`src/rtl/microev_pkg.sv`:
```
// microev_pkg: shared MicroEV20 encodings used by the fetch stage
package microev_pkg;
   typedef enum logic {S_RUN = 1'b0, S_WAIT_BR = 1'b1} state_e;
   localparam logic [2:0]  OP_JMP    = 3'b100;
   localparam logic [13:0] NOP_INSTR = 14'h0000;
endpackage

```
`src/rtl/fetch_stage_if.sv`:
```
// fetch_stage_if: fetch stage links to the ROM, prediction_control and execute
interface fetch_stage_if #(
   parameter int PC_W  = 11,
   parameter int I_W   = 14,
   parameter int CNT_W = 16
);
   logic             stall_i;
   logic [PC_W-1:0]  imem_addr;
   logic [I_W-1:0]   imem_data;
   logic [I_W-1:0]   ir_o;
   logic [PC_W-1:0]  pc_o;
   logic             ir_valid_o;
   logic             pred_hold;
   logic [PC_W-1:0]  pred_next;
   logic             br_valid;
   logic             br_taken;
   logic [PC_W-1:0]  br_target;
   logic [CNT_W-1:0] bubble_cnt;
   modport master (
      input  stall_i, imem_data, pred_hold, pred_next, br_valid, br_taken, br_target,
      output imem_addr, ir_o, pc_o, ir_valid_o, bubble_cnt
   );
   modport slave (
      output stall_i, imem_data, pred_hold, pred_next, br_valid, br_taken, br_target,
      input  imem_addr, ir_o, pc_o, ir_valid_o, bubble_cnt
   );
endinterface

```
`src/rtl/fetch_stage_sat.sv`:
```
// fetch_stage_sat: saturating up-counter with synchronous active-low clear
module fetch_stage_sat #(
   parameter int W = 16
) (
   input  logic         clk,
   input  logic         rst_n,
   input  logic         inc_i,
   output logic [W-1:0] cnt_o
);
   logic [W-1:0] cnt_q, cnt_d;
   // step by one unless already pinned at all-ones
   always_comb cnt_d = (inc_i && !(&cnt_q)) ? cnt_q + 1'b1 : cnt_q;
   // count register
   always_ff @(posedge clk) cnt_q <= !rst_n ? '0 : cnt_d;
   assign cnt_o = cnt_q;
endmodule

```
`src/rtl/fetch_stage.sv`:
```
// fetch_stage: MicroEV20 PC owner, ROM driver and branch/jump redirect control
module fetch_stage
   import microev_pkg::*;
#(
   parameter int              PC_W     = 11,
   parameter int              I_W      = 14,
   parameter logic [PC_W-1:0] RESET_PC = '0,
   parameter int              CNT_W    = 16
) (
   input logic           clk,
   input logic           rst_n,
   fetch_stage_if.master bus
);
   state_e          state_q, state_d;
   logic [PC_W-1:0] fpc_q, fpc_d, pc_q, pc_d, ret_q, ret_d, br_tgt_q, br_tgt_d;
   logic            vld_q, vld_d, br_pend_q, br_pend_d;
   logic            is_jump, br_go;
   logic [PC_W-1:0] br_now, br_addr;

   assign bus.imem_addr  = bus.stall_i ? pc_q : fpc_q;
   assign bus.ir_o       = vld_q ? bus.imem_data : NOP_INSTR;
   assign bus.pc_o       = pc_q;
   assign bus.ir_valid_o = vld_q;
   assign is_jump        = vld_q && bus.ir_o[I_W-1 -: 3] == OP_JMP;
   assign br_now         = bus.br_taken ? bus.br_target : ret_q;
   assign br_go          = bus.br_valid || br_pend_q;
   assign br_addr        = br_pend_q ? br_tgt_q : br_now;

   // state and datapath registers; reset drops any pending redirect
   always_ff @(posedge clk) begin
      if (!rst_n) begin
         state_q   <= S_RUN;
         fpc_q     <= RESET_PC;
         pc_q      <= '0;
         vld_q     <= 1'b0;
         ret_q     <= '0;
         br_pend_q <= 1'b0;
         br_tgt_q  <= '0;
      end else begin
         state_q   <= state_d;
         fpc_q     <= fpc_d;
         pc_q      <= pc_d;
         vld_q     <= vld_d;
         ret_q     <= ret_d;
         br_pend_q <= br_pend_d;
         br_tgt_q  <= br_tgt_d;
      end
   end

   // next state: enter WAIT_BR on a predicted conditional branch, leave on resolution
   always_comb begin
      state_d = bus.stall_i ? state_q
              : state_q == S_RUN ? ((!is_jump && vld_q && bus.pred_hold) ? S_WAIT_BR : S_RUN)
              : (br_go ? S_RUN : S_WAIT_BR);
   end

   // datapath updates: stall holds (latching late resolutions), jump squashes, else advance
   always_comb begin
      fpc_d     = fpc_q;
      pc_d      = pc_q;
      vld_d     = vld_q;
      ret_d     = ret_q;
      br_pend_d = br_pend_q;
      br_tgt_d  = br_tgt_q;
      if (bus.stall_i) begin
         if (state_q == S_WAIT_BR && bus.br_valid && !br_pend_q) begin
            br_pend_d = 1'b1;
            br_tgt_d  = br_now;
         end
      end else if (state_q == S_RUN) begin
         if (is_jump) begin
            fpc_d = bus.pred_next;
            vld_d = 1'b0;
         end else if (vld_q && bus.pred_hold) begin
            ret_d = pc_q + 1'b1;
            vld_d = 1'b0;
         end else begin
            pc_d  = fpc_q;
            fpc_d = fpc_q + 1'b1;
            vld_d = 1'b1;
         end
      end else begin
         vld_d = 1'b0;
         if (br_go) begin
            fpc_d     = br_addr;
            br_pend_d = 1'b0;
         end
      end
   end

   fetch_stage_sat #(.W(CNT_W)) u_bubble (
      .clk   (clk),
      .rst_n (rst_n),
      .inc_i (!bus.stall_i && !vld_q),
      .cnt_o (bus.bubble_cnt)
   );

   a_br_in_run: assert property (@(posedge clk) disable iff (!rst_n)
      !(bus.br_valid && state_q == S_RUN));
endmodule

```
`src/flat_wrapper.sv`:
```
// flat-port wrapper written by rule: the top's interface ports become plain ports
module fetch_stage_flat import microev_pkg::*;
#(
   parameter int              PC_W     = 11,
   parameter int              I_W      = 14,
   parameter logic [PC_W-1:0] RESET_PC = '0,
   parameter int              CNT_W    = 16
)
  (clk, rst_n, bus_stall_i, bus_imem_data, bus_pred_hold, bus_pred_next, bus_br_valid, bus_br_taken, bus_br_target, bus_imem_addr, bus_ir_o, bus_pc_o, bus_ir_valid_o, bus_bubble_cnt);
  fetch_stage_if #(.PC_W(PC_W), .I_W(I_W), .CNT_W(CNT_W)) bus_i ();
  input logic clk;
  input logic rst_n;
  input wire logic [$bits(bus_i.stall_i)-1:0] bus_stall_i;
  input wire logic [$bits(bus_i.imem_data)-1:0] bus_imem_data;
  input wire logic [$bits(bus_i.pred_hold)-1:0] bus_pred_hold;
  input wire logic [$bits(bus_i.pred_next)-1:0] bus_pred_next;
  input wire logic [$bits(bus_i.br_valid)-1:0] bus_br_valid;
  input wire logic [$bits(bus_i.br_taken)-1:0] bus_br_taken;
  input wire logic [$bits(bus_i.br_target)-1:0] bus_br_target;
  output wire logic [$bits(bus_i.imem_addr)-1:0] bus_imem_addr;
  output wire logic [$bits(bus_i.ir_o)-1:0] bus_ir_o;
  output wire logic [$bits(bus_i.pc_o)-1:0] bus_pc_o;
  output wire logic [$bits(bus_i.ir_valid_o)-1:0] bus_ir_valid_o;
  output wire logic [$bits(bus_i.bubble_cnt)-1:0] bus_bubble_cnt;
  assign bus_i.stall_i = bus_stall_i;
  assign bus_i.imem_data = bus_imem_data;
  assign bus_i.pred_hold = bus_pred_hold;
  assign bus_i.pred_next = bus_pred_next;
  assign bus_i.br_valid = bus_br_valid;
  assign bus_i.br_taken = bus_br_taken;
  assign bus_i.br_target = bus_br_target;
  assign bus_imem_addr = bus_i.imem_addr;
  assign bus_ir_o = bus_i.ir_o;
  assign bus_pc_o = bus_i.pc_o;
  assign bus_ir_valid_o = bus_i.ir_valid_o;
  assign bus_bubble_cnt = bus_i.bubble_cnt;
  fetch_stage #(.PC_W(PC_W), .I_W(I_W), .RESET_PC(RESET_PC), .CNT_W(CNT_W)) u_core (.clk(clk), .rst_n(rst_n), .bus(bus_i));
endmodule
```
`config.mk`:
```
export PLATFORM = sky130hd
export DESIGN_NAME = fetch_stage_flat
export DESIGN_NICKNAME = d
export VERILOG_FILES = /design/src/rtl/microev_pkg.sv /design/src/rtl/fetch_stage_if.sv /design/src/rtl/fetch_stage_sat.sv /design/src/rtl/fetch_stage.sv /design/src/flat_wrapper.sv
export SDC_FILE = /design/constraint.sdc
export NUM_CORES = 1
export LEC_CHECK = 0
export CAP_MARGIN = 0
export CORE_ASPECT_RATIO = 0.8
export CORE_MARGIN = 1
export CORE_UTILIZATION = 30
export DETAILED_ROUTE_END_ITERATION = 6
export SYNTH_ARGS = -nofsm -noshare
export SYNTH_HDL_FRONTEND = slang
export SYNTH_SLANG_ARGS = --single-unit
export TNS_END_PERCENT = 20
```
`constraint.sdc`:
```
create_clock -name clk -period 1.6 [get_ports clk]
set_input_delay 0.32 -clock clk [delete_from_list [all_inputs] [get_ports clk]]
set_output_delay 0.32 -clock clk [all_outputs]
set_load 0.01 [all_outputs]
```
* Word level (Yosys, flattened, before mapping) *
Index checks and enable logic that the tools add are counted.

storage, ports and cells
  output and inout port bits = 53
  bits in registers = 63
  logic and storage cells = 59

operators by class
  reduce and logical (&&, ||, !) cells = 22
  bitwise gates (word level) = 4
  mux-type cells = 18
  equal/unequal tests = 4
  add/subtract/negate cells = 3

operators by type and width
  operator                                                                 count
  11-bit 2-to-1 mux                                                        7
  11-bit by 1-bit adder with 11-bit output, second input constant          2
  16-bit by 1-bit adder with 16-bit output, second input constant          1
  16-bit AND reduction                                                     1
  14-bit 2-to-1 mux                                                        1
  1-bit 2-to-1 mux                                                         10
  1-bit logical AND                                                        8
  4-bit AND reduction                                                      2
  3-bit AND reduction                                                      2
  1-bit logical NOT                                                        5
  1-bit NOT                                                                4
  2-bit nonzero test                                                       2
  3-bit equality test, second input constant                               1
  3-bit by 1-bit inequality test with 1-bit output, second input constant  1
  2-bit by 1-bit inequality test with 1-bit output, second input constant  1
  2-bit inequality test, second input constant                             1
  2-bit AND reduction                                                      1
  1-bit logical OR                                                         1

* Logic depth before layout (Yosys ltp) *
Gate-level depths: netlist of run 1.

  depth in word-level cells = 8
  depth in mapped cells = 6
  mapped depth without buffers = 5

* By module *
Synthesis of run 1 repeated with hierarchy kept, for this count alone.

second synthesis, totals
  cell total of the unflattened synthesis = 406
  area total of the unflattened synthesis = 3458.3 µm²

modules (own cells, without submodules)
  module           cells an instance  times used  sequential area each (µm²)  area each (µm²)
  fetch_stage      311                1           940.9                       2658.8
  fetch_stage_sat  95                 1           320.3                       799.5

* Worst setup path before layout of run 1 *
No wires, ideal clock.

  path type = register to register
  start = reg u_core.u_bubble.cnt_q[0], in the netlist u_core.u_bubble.cnt_o[0]
  end = reg u_core.u_bubble.cnt_q[7], in the netlist u_core.u_bubble.cnt_o[7]
  period minus slack after synthesis = 1.694 ns
  path slack = -0.094 ns
  stages on the path, launching flop included = 7
  data arrival time = 1.623 ns
  path through = dfxtp_1 -> ha_1 -> nand2_1 -> nor4_1 -> buf_2 -> or4_1 -> a21oi_1

between the ends
  cells in the longest elaborated chain, start to end = 3
  elaborated cells between the ends (all ways) = 4

RTL lines
  element                                                                           line                   source
  start, declared                                                                   fetch_stage_sat.sv:10  logic [W-1:0] cnt_q, cnt_d;
  start signal, assigned                                                            fetch_stage_sat.sv:14  always_ff @(posedge clk) cnt_q <= !rst_n ? '0 : cnt_d;
  branches (longest 3 deep; another with 16-bit by 1-bit adder with 16-bit output)  --

Several ways; the timed one is not identified.
A chain may end at the register's enable or synchronous reset.

* Final worst setup path of run 1 *
  start = reg u_core.fpc_q[0]
  end = reg u_core.fpc_q[10]

between the ends
  cells in the longest elaborated chain, start to end = 4

RTL lines
  element                                   line               source
  start, declared                           fetch_stage.sv:15  logic [PC_W-1:0] fpc_q, fpc_d, pc_q, pc_d, ret_q, ret_d, br_tgt_q, br_tgt_d;
  start signal, assigned                    fetch_stage.sv:41  fpc_q <= fpc_d;
  11-bit by 1-bit adder with 11-bit output  fetch_stage.sv:79  fpc_d = fpc_q + 1'b1;
  11-bit 2-to-1 mux                         fetch_stage.sv:74  end else if (vld_q && bus.pred_hold) begin
  11-bit 2-to-1 mux                         fetch_stage.sv:71  if (is_jump) begin
  11-bit 2-to-1 mux                         fetch_stage.sv:70  end else if (state_q == S_RUN) begin

No other way between the ends. The select of a mux whose other input is x is not followed.

==> results of run 1 <==
-- report_power, final --
part / total [mW] / switching (mW) / internal (mW)
clock: 1.95 / 0.670 / 1.28
sequential: 1.71 / 0.0746 / 1.64
combinational: 0.880 / 0.404 / 0.476
total: 4.54 / 1.15 / 3.39
-- metrics by stage --
| step | hold WS, ns | setup TNS (ns) |
|---|---|---|
| final | 0.496 | 0 |
| after global routing | 0.523 | -0.339 |
| after CTS | 0.495 | -0.116 |
| after detailed placement | 0.488 | -36.31 |
| after global placement | 0.477 | -33.20 |
| after floorplan | 0.460 | -0.164 |
-- worst min-delay path: stages, from the launching register on --
cell and delay (ns):
dfxtp_2 0.34, nand2_1 0.06, mux2i_1 0.06
-- final timing paths --
kind | cells past startpoint | slack [ns] | endpoint
worst max-delay path | 5 | 0.0009 | u_core.fpc_q[10]$_SDFFE_PN0P_
worst min-delay path | 2 | 0.50 | u_core.u_bubble.cnt_o[14]$_SDFFE_PN0P_
worst min register to register | 2 | 0.50 | u_core.u_bubble.cnt_o[14]$_SDFFE_PN0P_
worst max register to register | 5 | 0.0009 | u_core.fpc_q[10]$_SDFFE_PN0P_
-- cells in the mapped netlist (all sizes together), types with 2 or more instances --
cell type and count:
dfxtp 63, nor2 46, mux2i 31, nand2 28
o21ai 23, a21oi 20, a211oi 18, and2 15
buf 15, clkbuf 14, nand4 14, mux2 12
inv 10, nand3 10, xnor2 8, nand2b 7
nor4 7, o31ai 7, a31oi 6, or4 6
nor3 5, o211ai 5, or3 5, a311o 4
xor2 4, a211o 3, and3 3, ha 3
a21o 2, and4 2, nor2b 2, nor3b 2
o41ai 2, or3b 2
-- flip-flops by register name, indices dropped and copies added (netlist names) --
signal                 count
u_core.u_bubble.cnt_o     16
u_core.state_q             1
u_core.bus.ir_valid_o      1
u_core.br_pend_q           1
u_core.ret_q              11
u_core.fpc_q              11
u_core.br_tgt_q           11
u_core.bus.pc_o           11
-- layer usage --
| metal | track usage (%) | wire length [um] | up-vias |
|---|---|---|---|
| met4 | 5.00 | 106 | 0 |
| met1 | 26.9 | 5590 | 1841 |
| li1 | - | - | 1889 |
| met3 | 3.33 | 710 | 7 |
| met2 | 31.4 | 5800 | 120 |
| met5 | 0 | 0 | - |
-- cell type report --
class                           count  area (sq um)
Sequential cell                    63          1310
Clock buffer                       12           256
Inverter                           11          41.3
Fill cell                        1097          5820
Timing Repair Buffer              185          1630
Clock inverter                      3          42.5
Multi-Input combinational cell    317          2240
Tap cell                          148           185
-- logic make-up after synthesis --
kind of cell | Yosys count
compound gates | 100
xor+xnor | 12
fa+ha+maj | 3
buf+inv | 40
flops | 63
mux | 43
simple gates | 159
-- repair_timing --
item	CTS	global route
endpoints found under the setup margin	111	57
cloned	1	2
gates resized for setup	95	63
pin swaps	5	11
hold buffers	0	0
setup buffers	1	7
endpoints found under the hold margin	0	0
==> results_dict.tcl, run 1 <==
set metrics [dict create \
    status "finished clean" \
    fmax_ghz 0.625 \
    grtUsageTotal_pct 19.5 \
    yosysTopAreaCellShare_pct 35.6 \
    syn_avg_cell_area_sq_um 8.43 \
    numCtsBuffers 9 \
    fin_ws_ns 0.000860 \
    timing.rr.start "u_core.fpc_q[0]$_SDFFE_PN0P_" \
    drc_errors 0 \
    root_buffer "clkbuf_16" \
    synth-simple-area-share_pct 24.2 \
    final_common_cell "buf_4" \
    fp-row-count 35 \
    ys_top_cells_by_area "dfxtp_1 (36%), mux2i_1 (8.8%), nor2_1 (4.9%), a211oi_1 (3.8%), mux2_2 (3.8%)" \
    utilization_pct 49.5 \
    stdcell_area_sq_um 5700 \
    synth_top_family_by_area "simple AND/OR/NAND/NOR gates" \
    crit_type "reg2reg" \
    skew_ns 0.00413 \
    grt_max_degree 32 \
    grt_overflow 0 \
    antenna_found_initial 0 \
    insertedDiodeCount 0 \
    nNetsFinal 632 \
    grt_pass1_vias 3530 \
    post_drt_wl_per_cell_um 16.5 \
    cts_tree "done" \
    layout.cells.non_filler 739 \
    drt_first_iter_violations 327 \
    synth_cell_types 58 \
    end_kind "flop" \
    rsz0062_at_grt "yes" \
    worstPathCellList "ha_4 -> nand4_1 -> or4_1 -> a311o_1 -> a21oi_2" \
    synth_xor_area_share_pct 2.97 \
    numPortBuffers 94 \
    die_area_sq_um 12200 \
    yosys_warnings 0 \
    async_reset_ff_share_pct 0 \
    hold_viol_final 0 \
    detail-route-antenna-nets 0 \
    wirelength_um 12200 \
    cts.sinks 63 \
    muxShareOfSynthArea_pct 12.6 \
    htree_levels 3 \
    vias 3857 \
    boundaryPins 95 \
    core_area_sq_um 11500 \
    mostFrequentLayoutCells "buf_4 (80), nor2_1 (46), dfxtp_1 (41)" \
    routabilityCongestion 0.836 \
    ys_seq_elements 63 \
    viasPerCell 5.22 \
    clockBufferDepth 2 \
    drive_gt1_share_pct 30.5 \
    first_pass_iters 5 \
    worst_ir_drop_vdd_uv 447 \
    synthToLayoutAreaGrowth_pct 60.9 \
    synth_compound_area_share_pct 18.7 \
    drv_cap 0 \
    synth_fa_ha_area_share_pct 1.06 \
    power.total_mw 4.54 \
    crit_start "u_core.fpc_q[0]$_SDFFE_PN0P_" \
    synthCells 420 \
    maxSlewHeadroom_pct 75.1 \
    dp_slack_ns -0.617 \
    clock_latency_ns 0.32 \
    grt_pass1_wl_um 18400 \
    max_stage_delay_ns 0.44 \
    crit_family "simple AND/OR/NAND/NOR gates" \
    path_buf_inv 0 \
    clk_pin_slew_ns 0.05 \
    syn_nets 465 \
    die_h_um 99.2 \
    worst_pin_slew_ns 0.370 \
    p_per_area_nw_per_um2 797 \
    start_kind "flop" \
    hold_path.class "reg2reg" \
    synth_seq_area_share_pct 35.6 \
    dp_hpwl_um 8920 \
    synth_edf_count 0 \
    min_period_ns 1.60 \
    post-place-cells 713 \
    place_area_sq_um 5220 \
    arrival_ns 1.85 \
    timing.critical_path.slowest_stage_cell "or4_1" \
    min_from "u_core.u_bubble.cnt_o[14]$_SDFFE_PN0P_" \
    setup_violations 0 \
    synth_area_leader_cell "dfxtp_1" \
    drv_slew 0 \
    synth-main-ff-cell "dfxtp_1" \
    initial_utilization_pct 30.8 \
    synth_area_sq_um 3540 \
    fin_crit_sh_pct 99.9 \
    cp_data_required_time_ns 1.85 \
    dieWidth_um 123 \
    path_max_fanout 3 \
    power.leakage_nw 2.46 \
]
(Power assumes the default switching activity.)
==> inputs of run 2 (changes only) <==
--- a/config.mk
+++ b/config.mk
@@ -10,7 +10,9 @@
 export CORE_MARGIN = 1
 export CORE_UTILIZATION = 30
 export DETAILED_ROUTE_END_ITERATION = 6
+export GPL_ROUTABILITY_DRIVEN = 0
 export SYNTH_ARGS = -nofsm -noshare
 export SYNTH_HDL_FRONTEND = slang
+export SYNTH_HIERARCHICAL = 1
 export SYNTH_SLANG_ARGS = --single-unit
 export TNS_END_PERCENT = 20
==> results_dict.tcl, run 2 <==
set metrics [dict create \
    violations "negative setup slack" \
    clock_latency_ns 0.33 \
    viasPerCell 5.21 \
    worst_ir_drop_vdd_uv 497 \
    cts.sinks 63 \
    power.total_mw 4.62 \
    ys_top_cells_by_area "dfxtp_1 (36%), mux2i_1 (8.1%), nor2_1 (5.0%), mux2_2 (4.9%), a211oi_1 (4.1%)" \
    drt_first_iter_violations 198 \
    vias 3734 \
    core_area_sq_um 11100 \
    fin_ws_ns -0.0445 \
    die_h_um 98.0 \
    syn_nets 451 \
    skew_ns 0.00588 \
    ys_seq_elements 63 \
    yosys_warnings 6 \
    drv_cap 0 \
    place_area_sq_um 5130 \
    min_period_ns 1.64 \
    synth_common_cells "dfxtp_1 (63), nor2_1 (46), nand2_1 (29)" \
    dp_hpwl_um 8510 \
    drc_errors 0 \
    post-place-cells 696 \
    ff2ff_path_depth 5 \
    end_kind "flop" \
    worst_pin_slew_ns 0.476 \
    nNetsFinal 613 \
    fin_crit_sh_pct 103 \
    r2r_slack_ns -0.04 \
    tns_ns -0.112 \
    boundaryPins 95 \
    htree_levels 3 \
    crit_type "reg2reg" \
    largest_reg_flops 16 \
    numPortBuffers 94 \
    dieWidth_um 122 \
    fp-row-count 34 \
    grt_max_degree 33 \
    die_area_sq_um 12000 \
    yosysTopAreaCellShare_pct 36.5 \
    initial_utilization_pct 31.3 \
    cp_data_required_time_ns 1.85 \
    synth_area_leader_cell "dfxtp_1" \
    insertedDiodeCount 0 \
    synth.most_common_cell "dfxtp_1" \
    cts_tree "done" \
    status "finished with violations" \
    synthToLayoutAreaGrowth_pct 63.2 \
    hold_path.class "in2reg" \
    post_drt_wl_per_cell_um 16.3 \
    drv_slew 0 \
    clk_pin_slew_ns 0.05 \
    stdcell_area_sq_um 5650 \
    detail-route-antenna-nets 0 \
    async_reset_ff_share_pct 0 \
    grt_pass1_vias 3436 \
    power.leakage_nw 2.40 \
    worstReg2RegEnd "u_core/u_bubble/cnt_o[13]$_SDFFE_PN0P_" \
    synth_edf_count 0 \
    start_kind "flop" \
    drive_gt1_share_pct 30.0 \
    setup_violations 4 \
    cts_hold_buf 0 \
    holdPathStages 3 \
    timing.rr.start "u_core/bus.ir_valid_o$_SDFFE_PN0N_" \
    wirelength_um 11700 \
    synth_area_sq_um 3460 \
    syn_avg_cell_area_sq_um 8.52 \
    first_pass_iters 5 \
    rsz0062_at_grt "yes" \
    clockBufferDepth 2 \
    min_from "bus_br_valid" \
    path_max_fanout 6 \
    p_per_area_nw_per_um2 819 \
    numCtsBuffers 9 \
    grtUsageTotal_pct 19.5 \
    maxSlewHeadroom_pct 68.2 \
    worstHoldEndpoint "u_core/br_pend_q$_SDFFE_PN0P_" \
    synth_seq_area_share_pct 36.5 \
    root_buffer "clkbuf_16" \
    fmax_ghz 0.608 \
    layout.cells.non_filler 717 \
    arrival_ns 1.90 \
    antenna_found_initial 0 \
    mostFrequentLayoutCells "buf_4 (73), dfxtp_1 (46), nor2_1 (45)" \
    synthCells 406 \
    final_common_cell "buf_4" \
    synth_cell_types 49 \
    hold_viol_final 0 \
    grt_overflow 0 \
    synth-main-ff-cell "dfxtp_1" \
    utilization_pct 51.0 \
    grt_pass1_wl_um 17900 \
]
[run 2: cell types whose count changed after synthesis, moves of 4 or more]
cell,previous run,this run
clkbuf_1,13,18
nand2b_1,7,2
nor4_1,6,2
nand3_1,10,16
nand4_1,13,9
xor2_1,4,12
a21oi_1,20,16
xnor2_1,8,3
[run 2: worst max path at each step]
stage	start	to	slack, ns	cells past startpoint
after detailed placement	bus_stall_i	u_core/u_bubble/cnt_o[13]$_SDFFE_PN0P_	-0.68	7
after CTS	u_core/u_bubble/cnt_o[13]$_SDFFE_PN0P_	bus_bubble_cnt[13]	-0.12	2
after global placement	bus_stall_i	u_core/u_bubble/cnt_o[13]$_SDFFE_PN0P_	-0.61	7
after global routing	u_core/u_bubble/cnt_o[11]$_SDFFE_PN0P_	u_core/u_bubble/cnt_o[13]$_SDFFE_PN0P_	-0.09	4
after floorplan	bus_stall_i	u_core/u_bubble/cnt_o[13]$_SDFFE_PN0P_	-0.26	8
final	u_core/bus.ir_valid_o$_SDFFE_PN0N_	u_core/u_bubble/cnt_o[13]$_SDFFE_PN0P_	-0.04	5
[run 2: through the flow]
stage,hold slack [ns],worst slack (ns)
after floorplan,0.456,-0.255
after global placement,0.471,-0.613
after detailed placement,0.494,-0.682
after CTS,0.500,-0.120
after global routing,0.418,-0.0945
final,0.383,-0.0445
[run 2: kinds of logic after synthesis]
group / share of synthesized area, %
buf+inv: 4.41
compound gates: 18.3
mux: 13.0
fa+ha+maj: 1.09
flops: 36.5
xor+xnor: 3.80
simple gates: 23.0
[run 2: final cells by class]
cell class | instances | area, sq um
timing repair buffer | 178 | 1610
multi-input combinational | 307 | 2210
inverter | 9 | 33.8
sequential | 63 | 1290
clock buffer | 13 | 260
fill | 1058 | 5420
tap | 144 | 180
clock inverter | 3 | 65.1
[run 2: worst max-delay path, cell delays in order, from the launching register on]
cell and delay, ns:
dfxtp_4 0.36, nor2_4 0.15, nand2_2 0.07, or3_4 0.37
or4_4 0.49, a21oi_2 0.13
[run 2: repair_timing]
action                     in CTS  in global routing
resized for setup              98                 52
pin swaps                       1                  6
setup endpoints to repair      90                 49
setup buffers                   0                  5
[run 2: layer usage]
| metal | vias up | track usage [%] | routed length, um | share of wire, % |
|---|---|---|---|---|
| met5 | - | 0 | 0 | 0 |
| met3 | 13 | 4.38 | 684 | 5.8 |
| met2 | 128 | 31.5 | 5430 | 46 |
| met4 | 0 | 4.46 | 114 | 0.97 |
| li1 | 1819 | - | - | - |
| met1 | 1774 | 26.1 | 5490 | 47 |
[run 2: where the power goes]
group / internal (mW) / leakage (nW) / switching (mW)
clock network: 1.45 / 0.160 / 0.690
logic: 0.422 / 1.72 / 0.361
registers: 1.64 / 0.519 / 0.0662
total: 3.51 / 2.40 / 1.12
==> inputs of run 3 (changes only) <==
==> constraint.sdc (replaced) <==
create_clock -name clk -period 1.6 [get_ports clk]
set_input_delay 0.24 -clock clk [delete_from_list [all_inputs] [get_ports clk]]
set_output_delay 0.24 -clock clk [all_outputs]
set_load 0.01 [all_outputs]
==> results_dict.tcl, run 3 (synthesis results as in run 2) <==
set metrics [dict create \
    status "finished with violations" \
    violations "negative setup slack" \
    utilization_pct 52.8 \
    synthToLayoutAreaGrowth_pct 69.0 \
    nNetsFinal 632 \
    wirelength_um 11800 \
    rsz0062_at_grt "yes" \
    detail-route-antenna-nets 0 \
    hold_viol_final 0 \
    end_kind "flop" \
    maxSlewHeadroom_pct 69.4 \
    post-place-cells 710 \
    die_h_um 98.0 \
    largest_reg_flops 16 \
    post_drt_wl_per_cell_um 16.1 \
    die_area_sq_um 12000 \
    dieWidth_um 122 \
    dp_hpwl_um 8600 \
    fp-row-count 34 \
    grtUsageTotal_pct 19.0 \
    antenna_found_initial 0 \
    viasPerCell 5.24 \
    worst_ir_drop_vdd_uv 573 \
    hold_path.class "in2reg" \
    setup_violations 3 \
    grt_pass1_wl_um 17400 \
    clk_pin_slew_ns 0.05 \
    power.total_mw 4.61 \
    start_kind "flop" \
    grt_overflow 0 \
    mostFrequentLayoutCells "buf_4 (91), nor2_1 (45), clkdlybuf4s50_1 (43)" \
    clock_latency_ns 0.33 \
    fin_ws_ns -0.0491 \
    numPortBuffers 94 \
    htree_levels 3 \
    final_common_cell "buf_4" \
    min_period_ns 1.65 \
    skew_ns 0.00748 \
    core_area_sq_um 11100 \
    root_buffer "clkbuf_16" \
    grt_pass1_vias 3450 \
    worst_pin_slew_ns 0.459 \
    dp_slack_ns -0.542 \
    fin_crit_sh_pct 103 \
    fmax_ghz 0.606 \
    crit_type "reg2reg" \
    cts_tree "done" \
    drive_gt1_share_pct 32.4 \
    first_pass_iters 5 \
    power.leakage_nw 2.67 \
    drt_first_iter_violations 268 \
    cp_data_required_time_ns 1.86 \
    boundaryPins 95 \
    p_per_area_nw_per_um2 789 \
    cts.sinks 63 \
    drv_slew 0 \
    vias 3860 \
    arrival_ns 1.91 \
    insertedDiodeCount 0 \
    drc_errors 0 \
    layout.cells.non_filler 736 \
    clockBufferDepth 2 \
    initial_utilization_pct 31.3 \
    numCtsBuffers 9 \
    num-fill-cells 986 \
    drv_cap 0 \
    path_max_fanout 7 \
    grt_max_degree 33 \
]
[run 3: worst paths after layout]
| check | from | end | slack [ns] | cells after the start |
|---|---|---|---|---|
| hold / removal | bus_br_valid | u_core/br_pend_q$_SDFFE_PN0P_ | 0.31 | 3 |
| setup / recovery | u_core/u_bubble/cnt_o[4]$_SDFFE_PN0P_ | u_core/u_bubble/cnt_o[13]$_SDFFE_PN0P_ | -0.05 | 4 |
| hold reg to reg | u_core/u_bubble/cnt_o[11]$_SDFFE_PN0P_ | u_core/u_bubble/cnt_o[11]$_SDFFE_PN0P_ | 0.49 | 2 |
| setup reg to reg | u_core/u_bubble/cnt_o[4]$_SDFFE_PN0P_ | u_core/u_bubble/cnt_o[13]$_SDFFE_PN0P_ | -0.05 | 4 |
[run 3: routing by layer]
| metal | part of all wire [%] | vias up | track usage (%) |
|---|---|---|---|
| li1 | - | 1859 | - |
| met1 | 46 | 1831 | 26.7 |
| met4 | 1.1 | 0 | 5.51 |
| met3 | 8.3 | 14 | 4.91 |
| met2 | 44 | 156 | 28.1 |
| met5 | 0 | - | 0 |
[run 3: area by class of cell]
| cell class | count | area, sq um | area share, % |
|---|---|---|---|
| Clock buffer | 12 | 236 | 4.05 |
| Clock inverter | 4 | 70.1 | 1.20 |
| Inverter | 9 | 33.8 | 0.578 |
| Multi-Input combinational cell | 308 | 2210 | 37.9 |
| Sequential cell | 63 | 1310 | 22.4 |
| Tap cell | 144 | 180 | 3.08 |
| Timing Repair Buffer | 196 | 1810 | 30.9 |
[run 3: timing repair]
item	CTS	global route
pin swaps	4	10
gates cloned	0	2
endpoints found under the setup margin	55	56
hold buffers	0	0
buffers inserted	0	8
gates resized for setup	66	80
[run 3: metrics by stage]
stage	TNS (ns)	hold WS, ns	area [sq um]
floorplan	-1.10	0.378	3520
global placement	-19.60	0.472	5250
detailed placement	-20.71	0.483	5250
CTS	-0.0380	0.494	5600
global route	-0.986	0.315	5840
finish	-0.129	0.306	5840
[run 3: where the power goes]
part,internal (mW),switching [mW],total (mW)
combinational,0.468,0.368,0.836
sequential,1.64,0.0765,1.72
clock,1.36,0.698,2.06
[run 3: critical path: stages, from the launching register on]
cell and delay (ns):
dfxtp_1 0.34, nand4_2 0.15, or3_4 0.46, or4_1 0.50
a21oi_2 0.13
